## config.mk

```make
export PLATFORM = sky130hd
export DESIGN_NAME = power_spectrum
export DESIGN_NICKNAME = d
export VERILOG_FILES = /design/src/rtl/power_spectrum.sv
export SDC_FILE = /design/constraint.sdc
export NUM_CORES = 1
export LEC_CHECK = 0
export BUFFER_PORTS_ARGS = -buffer_cell sky130_fd_sc_hd__buf_2
export CORE_MARGIN = 8
export CORE_UTILIZATION = 62
export CTS_BUF_LIST = sky130_fd_sc_hd__clkbuf_4 sky130_fd_sc_hd__clkbuf_8
export CTS_CLUSTER_DIAMETER = 30
export CTS_CLUSTER_SIZE = 30
export DETAILED_ROUTE_END_ITERATION = 10
export PLACE_DENSITY = 0.8
export RECOVER_POWER = 50
export SKIP_CTS_REPAIR_TIMING = 1
export SYNTH_ARGS = -nofsm -noshare
export SYNTH_HDL_FRONTEND = slang
export SYNTH_SLANG_ARGS = --single-unit
```

## constraint.sdc

```tcl
create_clock -name clk -period 19.3 [get_ports clk]
set_clock_uncertainty 0.2 [all_clocks]
set_input_delay 3.86 -clock clk [delete_from_list [all_inputs] [get_ports clk]]
set_output_delay 3.86 -clock clk [all_outputs]
set_load 0.1 [all_outputs]
```

## src/rtl/power_spectrum.sv

```systemverilog
// power_spectrum: half-spectrum power stage behind the FFT output.
// Computes |X|^2 = re^2 + im^2 for each FFT bin, shifts it right by SHIFT and
// saturates it to O_BW bits. Only bins 0..FFT_N/2 are passed on. Each result
// carries its bin index, a last-bin flag and a frame index.
// There is a fixed three-register pipeline: S1 (operands and tags), S2 (squares)
// and S3 (sum, shift and saturate into the outputs).
//
// Ports:
//   clk, rst         rising-edge clock, synchronous active-high reset
//   di_en, di_first  sample valid; di_first forces the sample to bin 0 (resync)
//   di_re, di_im     signed I_BW-bit complex sample
//   do_en            one-cycle result valid
//   do_pow           unsigned O_BW-bit shifted, saturated power
//   do_bin           bin index of do_pow
//   do_last          high with do_en on bin FFT_N/2
//   frame_idx        frame number of the result, wraps 65535 -> 0
//   ovf              sticky saturation flag, cleared only by rst
module power_spectrum #(
  parameter int unsigned I_BW  = 14,
  parameter int unsigned O_BW  = 16,
  parameter int unsigned SHIFT = 13,
  parameter int unsigned FFT_N = 512
) (
  input  logic                             clk,
  input  logic                             rst,
  input  logic                             di_en,
  input  logic                             di_first,
  input  logic [I_BW-1:0]                  di_re,
  input  logic [I_BW-1:0]                  di_im,
  output logic                             do_en,
  output logic [O_BW-1:0]                  do_pow,
  output logic [$clog2(FFT_N/2+1)-1:0]     do_bin,
  output logic                             do_last,
  output logic [15:0]                      frame_idx,
  output logic                             ovf
);

  localparam int unsigned BIN_W = $clog2(FFT_N);
  localparam int unsigned OB_W  = $clog2(FFT_N/2+1);
  localparam int unsigned SQ_W  = 2*I_BW;
  localparam int unsigned SUM_W = SQ_W + 1;
  localparam int unsigned HALF  = FFT_N/2;

  // Input-side counters
  logic [BIN_W-1:0] bin_cnt;
  logic [15:0]      frame_cnt;
  logic             started;

  // Pipeline registers
  logic                   s1_vld;
  logic signed [I_BW-1:0] s1_re;
  logic signed [I_BW-1:0] s1_im;
  logic [OB_W-1:0]        s1_bin;
  logic [15:0]            s1_tag;

  logic                   s2_vld;
  logic [SQ_W-1:0]        s2_re2;
  logic [SQ_W-1:0]        s2_im2;
  logic [OB_W-1:0]        s2_bin;
  logic [15:0]            s2_tag;

  // Combinational helpers
  logic [BIN_W-1:0]       eff_bin_c;
  logic                   at_zero_c;
  logic [15:0]            tag_c;
  logic                   keep_c;
  logic signed [SQ_W-1:0] re_sq_c;
  logic signed [SQ_W-1:0] im_sq_c;
  logic [SUM_W-1:0]       sum_c;
  logic [SUM_W-1:0]       shifted_c;
  logic                   sat_c;
  logic [O_BW-1:0]        pow_c;

  // Effective bin and frame tag for the sample on the input this cycle
  always_comb begin
    eff_bin_c = di_first ? '0 : bin_cnt;
    at_zero_c = (eff_bin_c == '0);
    // Bin 0 opens a new frame, except for the very first frame after reset
    tag_c     = (at_zero_c && started) ? frame_cnt + 16'd1 : frame_cnt;
    keep_c    = di_en && (eff_bin_c <= BIN_W'(HALF));
  end

  // Bin counter, frame counter and started flag
  always_ff @(posedge clk) begin
    if (rst) begin
      bin_cnt   <= '0;
      frame_cnt <= '0;
      started   <= 1'b0;
    end else if (di_en) begin
      bin_cnt <= eff_bin_c + BIN_W'(1);
      if (at_zero_c) begin
        started   <= 1'b1;
        frame_cnt <= tag_c;
      end
    end
  end

  // S1: capture operands and tags for kept bins
  always_ff @(posedge clk) begin
    if (rst) begin
      s1_vld <= 1'b0;
    end else begin
      s1_vld <= keep_c;
      if (keep_c) begin
        s1_re  <= di_re;
        s1_im  <= di_im;
        s1_bin <= OB_W'(eff_bin_c);
        s1_tag <= tag_c;
      end
    end
  end

  // Operands are sign-extended first so the product is computed at full width
  always_comb begin
    re_sq_c = SQ_W'(s1_re) * SQ_W'(s1_re);
    im_sq_c = SQ_W'(s1_im) * SQ_W'(s1_im);
  end

  // S2: squares
  always_ff @(posedge clk) begin
    if (rst) begin
      s2_vld <= 1'b0;
    end else begin
      s2_vld <= s1_vld;
      if (s1_vld) begin
        s2_re2 <= $unsigned(re_sq_c);
        s2_im2 <= $unsigned(im_sq_c);
        s2_bin <= s1_bin;
        s2_tag <= s1_tag;
      end
    end
  end

  // Exact sum, then floor shift, then saturate to O_BW bits
  always_comb begin
    sum_c     = SUM_W'(s2_re2) + SUM_W'(s2_im2);
    shifted_c = sum_c >> SHIFT;
    sat_c     = (shifted_c >> O_BW) != '0;
    pow_c     = sat_c ? {O_BW{1'b1}} : O_BW'(shifted_c);
  end

  // S3: outputs; payload holds while do_en is low
  always_ff @(posedge clk) begin
    if (rst) begin
      do_en     <= 1'b0;
      do_pow    <= '0;
      do_bin    <= '0;
      do_last   <= 1'b0;
      frame_idx <= '0;
      ovf       <= 1'b0;
    end else begin
      do_en   <= s2_vld;
      do_last <= s2_vld && (s2_bin == OB_W'(HALF));
      if (s2_vld) begin
        do_pow    <= pow_c;
        do_bin    <= s2_bin;
        frame_idx <= s2_tag;
        if (sat_c) ovf <= 1'b1;
      end
    end
  end

endmodule

```

* Yosys cells after proc, flatten, opt, wreduce, memory -nomap -nowiden
Cells that the tools add are included.
W data, S select, Z words.
** Operators by class
- Muxes and demuxes :: 2
- Order comparisons :: 1
- $add $sub $neg :: 3
- Reductions and logical operators :: 7
- Bitwise gates (word level) :: 1
- $mul :: 2
- Eq/ne operators :: 1
** Operator list (count)
- $mul A14 B14 Y28 :: 2
- $add A28 B28 Y29 :: 1
- $add A16 B1 Y16 const B :: 1
- $mux W16 :: 1
- $add A9 B1 Y9 const B :: 1
- $eq A9 B9 Y1 const B :: 1
- $le A9 B9 Y1 const B :: 1
- $logic_not A9 Y1 :: 1
- $mux W9 :: 1
- $reduce_and A2 Y1 :: 3
- $logic_and A1 B1 Y1 :: 3
- $not A1 Y1 :: 1
** Word-level totals
- Flip-flop bits (word level) :: 205
- Bits of input ports :: 32
- Logic and storage cells :: 35
- Output and inout bits :: 44

* Depth between registers and ports, before layout
Gate-level depths: netlist of the first run.
- Word-level depth :: 4
- Mapped depth :: 24

* Worst setup path after synthesis of the first run
Ideal clock, no wire load.
- Path type :: input-to-reg
- From :: input port di_first
- To :: register s1_bin[0] (enable)
- Cell stages on the path :: 5
- Arrival :: 8.336 ns
- Path buffers :: 0
- Setup slack :: 10.220 ns
- Cells stage by stage :: inv_1 -> nand2_1 -> ha_1 -> nand2_1 -> a211oi_1
** On the way
- Cells in the longest elaborated chain, start to end :: 4
** RTL lines
- from (decl) :: line 27 : input logic di_first,
- $mux W9 :: line 76 : eff_bin_c = di_first ? '0 : bin_cnt;
- $le A9 B9 Y1 :: line 80 : keep_c = di_en && (eff_bin_c <= BIN_W'(HALF));
- $logic_and A1 B1 Y1 :: line 80
- $reduce_and A2 Y1 (no source line)
- to (signal assigned) :: line 107 : s1_bin <= OB_W'(eff_bin_c);
- to (decl) :: line 53 : logic [OB_W-1:0] s1_bin;
No other way between the ends.
A chain may end at the register's enable or synchronous reset.

* Worst setup path after layout of the first run
- From :: input port rst
- To :: register s2_re2[5] (enable)
** On the way
- Cells in the longest elaborated chain, start to end :: 2
** RTL lines
- from (decl) :: line 25 : input logic rst,
- $not A1 Y1 (no source line)
- $reduce_and A2 Y1 (no source line)
- to (signal assigned) :: line 126 : s2_re2 <= $unsigned(re_sq_c);
- to (decl) :: line 57 : logic [SQ_W-1:0] s2_re2;
No other way between the ends.

==> results.md, run 1 <==
* Outcome: complete, but fails checks
* Failing checks: max-capacitance violations, max-slew violations
* Critical Path RT at 19.18 ns
* Worst setup SP type: input pin
* Slew @ Worst Pin at 4.32 ns
* Port bufs at 74
* Top cells by count, synth: inv_1, fa_1, ha_1
* Total track usage at 21.9%
* Initial antenna violation count at 0
* Htree depth at 2
* EDFF count, synth at 130
* Fmax at 0.112 GHz
* WS Path Type: input pin to flop
* Core ar. at 34300 sq um
* Most frequent cell after synthesis: inv_1
* CP Capture Type: flop
* CP Max Fanout at 77
* Avg WL per Cell at 16.2 microns
* Synth Flop Type: edfxtp_1
* Worst min path class: flop to flop
* Layout cell share with drive strength beyond 1 at 8.30%
* Final Hold Vio Count at 0
* Synth Cell Area at 21400 sq um
* Max-cap violations at 2
* CTS buffer count at 44
* Syn_area_per_cell at 10.3 sq um
* Synth top area cells: fa_1, edfxtp_1, ha_1
* Largest net degree at the start of global routing at 78
* Vias in the first global route at 15948
* First-pass GRT wire length at 73.5 mm
* Netlist cell types at 70
* Die W at 202 microns
* Total vias in the final route at 14456
* Final min period at 8.92 ns
* Initial DRC count at 671
* Worst slew margin at -188%
* Die height at 202 microns
* Clock slew at reported path FFs at 0.06 ns
* Number of remaining DRC errors at 0
* Asr flop ratio synth at 0%
* # diodes at 0
* # IOs at 76
* Largest area contributor in the netlist: fa_1
* Setup violators final at 0
* RSZ-0062 raised after global routing: false
* Register area share after synthesis at 24.8%
* Ys Warns at 0
* Routability Congestion at 0.883
* Period utilization at 46.2%
* # clock sinks at 201
* Rows at 68
* Vias per std cell at 5.46
* FF+latch count, synth at 201
* Share of the synthesized area in the top cell type at 32.5%
* Slew Viols, Final at 154
* Clock Latency Late Sink at 0.60 ns
* Remaining antenna violation count after routing at 0
* DR pass1 iterations at 5
* Fin nets at 2696
* Worst path arrival time at 8.80 ns
* HPWL Detailed at 33.5 mm
* Clock root buffer: clkbuf_8
* Initial Util at 62.6%
* Post-Route WL at 42.8 mm
* Layout area overhead at 8.16%
* Max Buffers Root-to-Sink at 3
* Setup TNS at 0 ns
* TritonCTS clock tree: built
* Overflow after GRT at 0
* Die area at 40800 sq um
* Syn Inst Count at 2085
## cells by family (layout without fill, tap and decap cells)
kind of cell | count (synthesis) | count (layout) | share of synthesized area, %
buffers and inverters | 526 | 631 | 9.23
adders and majority gates | 508 | 508 | 41.8
xor gates and xnor gates | 103 | 103 | 4.21
other | 1 | 3 | 0.0175
AOI/OAI and AO/OA | 218 | 218 | 6.65
DFF | 201 | 201 | 24.8
muxes | 37 | 37 | 1.74
and+or+nand+nor | 491 | 491 | 11.5
## placed cells by master (no fill, tap or decap), types with 69 or more instances in the layout
cell type | netlist | final
and2_1 | 77 | 75
fa_1 | 348 | 348
buf_2 | 1 | 72
nor2_1 | 111 | 111
edfxtp_1 | 130 | 130
a21oi_1 | 69 | 69
dfxtp_1 | 71 | 70
ha_1 | 160 | 160
nand2_1 | 140 | 140
inv_1 | 471 | 471
xnor2_1 | 74 | 74
## worst paths after layout
kind / start / endpoint / slack, ns / cells past startpoint
worst max-delay path: rst / s2_re2[5] / 10.38 / 4
worst min-delay path: s1_bin[2] / s2_bin[2] / 0.22 / 0
worst max register to register: s1_re[13] / s2_re2[27] / 12.21 / 19
worst min register to register: s1_bin[2] / s2_bin[2] / 0.22 / 0
## layout make-up
cell class / count / area, sq um
clock inverter: 29 / 338
fill: 2571 / 11100
tap: 455 / 569
multi-input combinational: 1360 / 14100
sequential: 201 / 5330
clock buffer: 53 / 692
timing repair buffer: 78 / 390
inverter: 471 / 1770
## metal layers
metal | share of wire (%) | vias to the layer above | global-route usage [%]
li1 | - | 6701 | -
met1 | 40 | 7290 | 26.2
met2 | 51 | 379 | 38.4
met3 | 6.1 | 86 | 4.66
met4 | 3.0 | 0 | 8.56
met5 | 0 | - | 0
## sequential cells by signal (all words and copies together), names as in the netlist, 9 cells and up
register	count
s2_im2	26
s2_re2	26
do_pow	16
frame_cnt	16
frame_idx	16
s1_tag	16
s2_tag	16
s1_im	14
s1_re	14
bin_cnt	9
do_bin	9
s1_bin	9
s2_bin	9
## critical path, stage by stage
cell,delay [ns]
buf_2,0.09
clkbuf_1,1.29
nor2b_4,0.42
clkbuf_1,3.07
## metrics by stage
step	hold slack [ns]	setup WS, ns	area, sq um	utilization (%)	instances
after floorplan	0.200	10.22	21500	-	2087
after global placement	0.203	12.48	22200	64.8	2565
after detailed placement	0.205	12.20	22200	64.8	2565
after CTS	0.214	12.22	23300	67.9	2647
after global routing	0.219	9.96	23200	67.7	2647
final	0.216	10.38	23200	67.7	2647
Power of run 1 is not shown: default switching activity piles up to over one toggle a cycle in this logic, so the estimate is an artifact.
==> inputs of run 2 (changes only) <==
==> constraint.sdc (replaced) <==
create_clock -name clk -period 8.7 [get_ports clk]
set_clock_uncertainty 0.2 [all_clocks]
set_input_delay 1.74 -clock clk [delete_from_list [all_inputs] [get_ports clk]]
set_output_delay 1.74 -clock clk [all_outputs]
set_load 0.1 [all_outputs]
==> run 2 against run 1 <==
Net effect: the flow still finishes with violations (max-capacitance violations, max-slew violations); register-to-register slack got worse by 11 ns; worst hold slack gained 0.0050 ns; clock-buffer cell count down 4; global-route usage increased by 0.067 points; cell count is essentially flat; setup slack worse by 8.7 ns; highest routed layer unchanged; via count rose by 0.45%; wire length is 0.83% higher; largest cell class unchanged; critical endpoint is now s2_im2[24]; flip-flop and latch count is the same; core utilization is essentially flat.
==> results.md, run 2 (synthesis gave the netlist of run 1 again) <==
* CP Cell Sequence: nand2_1 > fa_1 > fa_1 > inv_1 > fa_1 > fa_1 > fa_1 > inv_1 > fa_1 > inv_1 > ha_1 > a21o_1 > a21oi_1 > or3b_2 > a21oi_1 > nor2_1 > o311ai_0
* Avg WL per Cell at 16.3 microns (+0.75%)
* Clock root buffer: clkbuf_8
* DR pass1 iterations at 5 (unchanged)
* Total vias in the final route at 14521 (+0.45%)
* Total track usage at 22.0% (+0.067 points)
* Top cell family by delay on the critical path: adder cells
* # clock sinks at 201 (unchanged)
* Final min period at 7.07 ns
* Worst slew margin at -142% (+46 points)
* WS Path Type: flop to flop
* Setup violators final at 0 (unchanged)
* CP max-delay cell: edfxtp_1
* CP dominant cell by count: fa_1
* Period utilization at 81.2%
* Slew @ Worst Pin at 3.63 ns (-0.687 ns)
* Worst setup SP type: flop
* Layout area overhead at 8.19% (about the same)
* Worst path bufs/invs at 3 (unchanged)
* Rows at 68 (unchanged)
* TritonCTS clock tree: built
* Initial antenna violation count at 0 (unchanged)
* Vias in the first global route at 15871 (-0.48%)
* Dpl cells at 2565 (unchanged)
* Final instance count without filler cells at 2649 (+0.076%)
* Die W at 202 microns (unchanged)
* Slew Viols, Final at 154 (unchanged)
* Setup TNS at 0 ns (unchanged)
* Die area at 40800 sq um (unchanged)
* Post-Route WL at 43.1 mm (+0.83%)
* Htree depth at 2 (unchanged)
* Fmax at 0.142 GHz
* Initial DRC count at 834 (+24%)
* HPWL Detailed at 33.7 mm (+0.53%)
* Number of remaining DRC errors at 0 (unchanged)
* Vias per std cell at 5.48 (+0.37%)
* CP Max Fanout at 27 (-65%)
* Largest net degree at the start of global routing at 78 (unchanged)
* # IOs at 76 (unchanged)
* Die height at 202 microns (unchanged)
* Port bufs at 74 (unchanged)
* Max-cap violations at 2 (unchanged)
* Worst path arrival time at 7.26 ns (-1.54 ns)
* Failing checks: max-capacitance violations, max-slew violations
* CTS buffer count at 45 (+2.3%)
* RSZ-0062 raised after global routing: false
* Clock Latency Late Sink at 0.60 ns (about the same)
* Overflow after GRT at 0 (unchanged)
* Critical Path RT at 8.90 ns (-10.28 ns)
* Fin nets at 2697 (+0.037%)
* Core ar. at 34300 sq um (unchanged)
* # diodes at 0 (unchanged)
* Max stage delay on crit path at 0.85 ns (-2.22 ns)
* Worst min path class: flop to flop
* Clock slew at reported path FFs at 0.07 ns (about the same)
* First-pass GRT wire length at 73.7 mm (+0.21%)
* Initial Util at 62.6% (unchanged)
* Commonest cells after routing, fill and taps aside: inv_1, fa_1, ha_1, nand2_1, edfxtp_1
* CP Capture Type: flop
* Final Hold Vio Count at 0 (unchanged)
* Max Buffers Root-to-Sink at 3 (unchanged)
* Layout cell share with drive strength beyond 1 at 8.43% (+0.13 points)
* Routability Congestion at 0.883 (about the same)
* Outcome: complete, but fails checks
* Most common cell after layout, fill and taps aside: inv_1
* Remaining antenna violation count after routing at 0 (unchanged)
* Top flop regs: s2_im2 (26), s2_re2 (26)
run 2: cell types whose count changed in the layout (fill, tap and decap cells not counted), moves of 3 or more:
cell        delta
clkbuf_4       -3
clkinv_2       -4
clkinv_4       +5
clkinvlp_4     +3
inv_6          +3
run 2: layer usage:
metal  GRT usage, %  vias up  part of all wire [%]
li1               -     6719                     -
met1           26.5     7328                    40
met5              0        -                     0
met3           4.39       95                   5.7
met4           8.82        0                   3.3
met2           38.3      379                    51
run 2: layout make-up:
class	instances	area, sq um
flip-flops and latches	201	5330
repair buffers	78	392
clock buffers	49	656
clock inverters	35	380
well taps	455	569
inverters	471	1770
fillers	2561	11100
multi-input cells	1360	14100
run 2: stage by stage:
| step | util (%) | hold slack [ns] | area (sq um) | setup slack, ns |
|---|---|---|---|---|
| after floorplan | - | 0.200 | 21500 | 1.74 |
| after global placement | 64.8 | 0.203 | 22200 | 1.88 |
| after detailed placement | 64.8 | 0.205 | 22200 | 1.63 |
| after CTS | 67.9 | 0.217 | 23300 | 1.61 |
| after global routing | 67.7 | 0.218 | 23200 | 1.21 |
| final | 67.7 | 0.221 | 23200 | 1.63 |
run 2: worst paths after layout:
path / start / end / slack (ns) / cells after the start
min: s1_tag[6] / s2_tag[6] / 0.22 / 0
max: s1_im[13] / s2_im2[24] / 1.63 / 17
max reg2reg: s1_im[13] / s2_im2[24] / 1.63 / 17
min reg2reg: s1_tag[6] / s2_tag[6] / 0.22 / 0
Power of run 2 is left out for the same reason.
==> inputs of run 3 (changes only) <==
==> constraint.sdc (replaced) <==
create_clock -name clk -period 7.4 [get_ports clk]
set_clock_uncertainty 0.2 [all_clocks]
set_input_delay 1.48 -clock clk [delete_from_list [all_inputs] [get_ports clk]]
set_output_delay 1.48 -clock clk [all_outputs]
set_load 0.1 [all_outputs]
==> run 3 against run 2 <==
Net effect: the run still ends with max-capacitance violations, max-slew violations left; global-route usage rose by 0.16 points; core utilization is 0.13 points higher; via count increased by 0.24%; cell area rose by 0.19%; clock-buffer cell count grew 1.
==> results.md, run 3 (synthesis gave the netlist of run 1 again) <==
* Final core occ at 67.8% (+0.13 points)
* CP Max Fanout at 13 (-52%)
* Port bufs at 74 (unchanged)
* Period utilization at 92.0% (+11 points)
* Clock slew at reported path FFs at 0.06 ns (about the same)
* RSZ-0062 raised after global routing: false
* # clock sinks at 201 (unchanged)
* Routability Congestion at 0.890 (+0.75%)
* Fmax at 0.147 GHz (+3.7%)
* CTS buffer count at 43 (-4.4%)
* CP Capture Type: flop
* Final Hold Vio Count at 0 (unchanged)
* Hold Path Depth at 0 (unchanged)
* Clock root buffer: clkbuf_8
* Avg WL per Cell at 16.4 microns (+0.91%)
* Remaining antenna violation count after routing at 0 (unchanged)
* R2R Setup Slk at 0.59 ns (-1.05 ns)
* Worst R2R End: s2_im2[24]
* Failing checks: max-capacitance violations, max-slew violations
* Rows at 68 (unchanged)
* FF-to-FF Start: s1_im[10]
* Most common cell after layout, fill and taps aside: inv_1
* Outcome: complete, but fails checks
* Vias per std cell at 5.48 (about the same)
* Hold Path Sink: s2_tag[7]
* WS Path Type: flop to flop
* Worst path arrival time at 6.98 ns (-0.28 ns)
* Commonest cells after routing, fill and taps aside: inv_1, fa_1, ha_1, nand2_1, edfxtp_1
* # diodes at 0 (unchanged)
* Setup TNS at 0 ns (unchanged)
* Htree depth at 2 (unchanged)
* Worst setup SP type: flop
* Final min period at 6.81 ns (-0.255 ns)
* Critical Path RT at 7.57 ns (-1.33 ns)
* Largest net degree at the start of global routing at 54 (-31%)
* Max-cap violations at 2 (unchanged)
* Initial antenna violation count at 0 (unchanged)
* Die height at 202 microns (unchanged)
* HPWL Detailed at 34.7 mm (+3.1%)
* Overflow after GRT at 0 (unchanged)
* Layout cell share with drive strength beyond 1 at 7.59% (-0.84 points)
* R2r worst-path depth at 22 (+5)
* # IOs at 76 (unchanged)
* Number of remaining DRC errors at 0 (unchanged)
* Layout area overhead at 8.39%
* Core ar. at 34300 sq um (unchanged)
* First-pass GRT wire length at 74.3 mm (+0.80%)
* Clock Latency Late Sink at 0.60 ns (about the same)
* Setup violators final at 0 (unchanged)
* Total vias in the final route at 14556 (+0.24%)
* Post-Route WL at 43.6 mm (+1.1%)
* Die area at 40800 sq um (unchanged)
* Initial DRC count at 735 (-12%)
* TritonCTS clock tree: built
* Worst min path class: flop to flop
* HP Start: s1_tag[7]
* Top flop regs: s2_im2 (26), s2_re2 (26)
* DR pass1 iterations at 5 (unchanged)
* Max Buffers Root-to-Sink at 3 (unchanged)
* Slew @ Worst Pin at 3.05 ns (-0.581 ns)
* Initial Util at 62.6% (unchanged)
* Vias in the first global route at 16224 (+2.2%)
* Total track usage at 22.2% (+0.16 points)
* Slew Viols, Final at 90 (-42%)
* Fin nets at 2704 (+0.26%)
* Worst slew margin at -104% (+38 points)
* Die W at 202 microns (unchanged)
==> run 3: how the worst max path moves through the flow <==
| stage | slack [ns] | end | depth (start not counted) | startpoint |
|---|---|---|---|---|
| after detailed placement | 0.65 | s2_im2[24] | 18 | s1_im[1] |
| final | 0.59 | s2_im2[24] | 22 | s1_im[10] |
| after CTS | 0.62 | s2_im2[24] | 18 | s1_im[1] |
| after floorplan | 0.70 | s1_bin[0] | 5 | di_first |
| after global placement | 0.85 | s2_re2[27] | 19 | s1_re[2] |
| after global routing | 0.14 | s2_im2[24] | 22 | s1_im[10] |
==> run 3: final cells by class <==
type,instances,area (sq um)
clock buffers,50,663
clock inverters,30,383
fillers,2553,11000
inverters,471,1770
multi-input cells,1360,14100
flip-flops and latches,201,5330
well taps,455,569
repair buffers,87,433
==> run 3: through the flow <==
stage                     hold slack, ns  cell area (sq um)  std cells  worst slack, ns
after global placement             0.203              22300       2574            0.852
after floorplan                    0.200              21500       2087            0.700
after detailed placement           0.205              22300       2574            0.652
final                              0.210              23200       2654            0.589
after global routing               0.213              23200       2654            0.138
after CTS                          0.213              23300       2654            0.616
==> run 3: critical path, cell delays in order, from the launching register on <==
cell and delay [ns]:
edfxtp_1 0.66, inv_1 0.21, nor2_1 0.22, inv_1 0.08, fa_1 0.48, inv_1 0.05, fa_1 0.53, inv_1 0.05
fa_1 0.48, inv_1 0.05, fa_1 0.44, fa_1 0.48, inv_1 0.05, fa_1 0.51, inv_1 0.05, ha_1 0.36
nor2b_1 0.17, o21ai_0 0.15, nand2b_1 0.11, or3b_2 0.47, a21oi_1 0.30, nor2_1 0.12, o311ai_0 0.36
==> run 3: metal layers <==
metal  wire, microns  vias to the layer above  part of all wire, %  global-route usage, %
li1                -                     6714                    -                      -
met3            2390                      102                  5.5                   4.10
met2           22000                      385                   51                   38.2
met5               0                        -                    0                      0
met4            1470                        0                  3.4                   8.87
met1           17700                     7355                   41                   27.3
Power of run 3 is left out for the same reason.
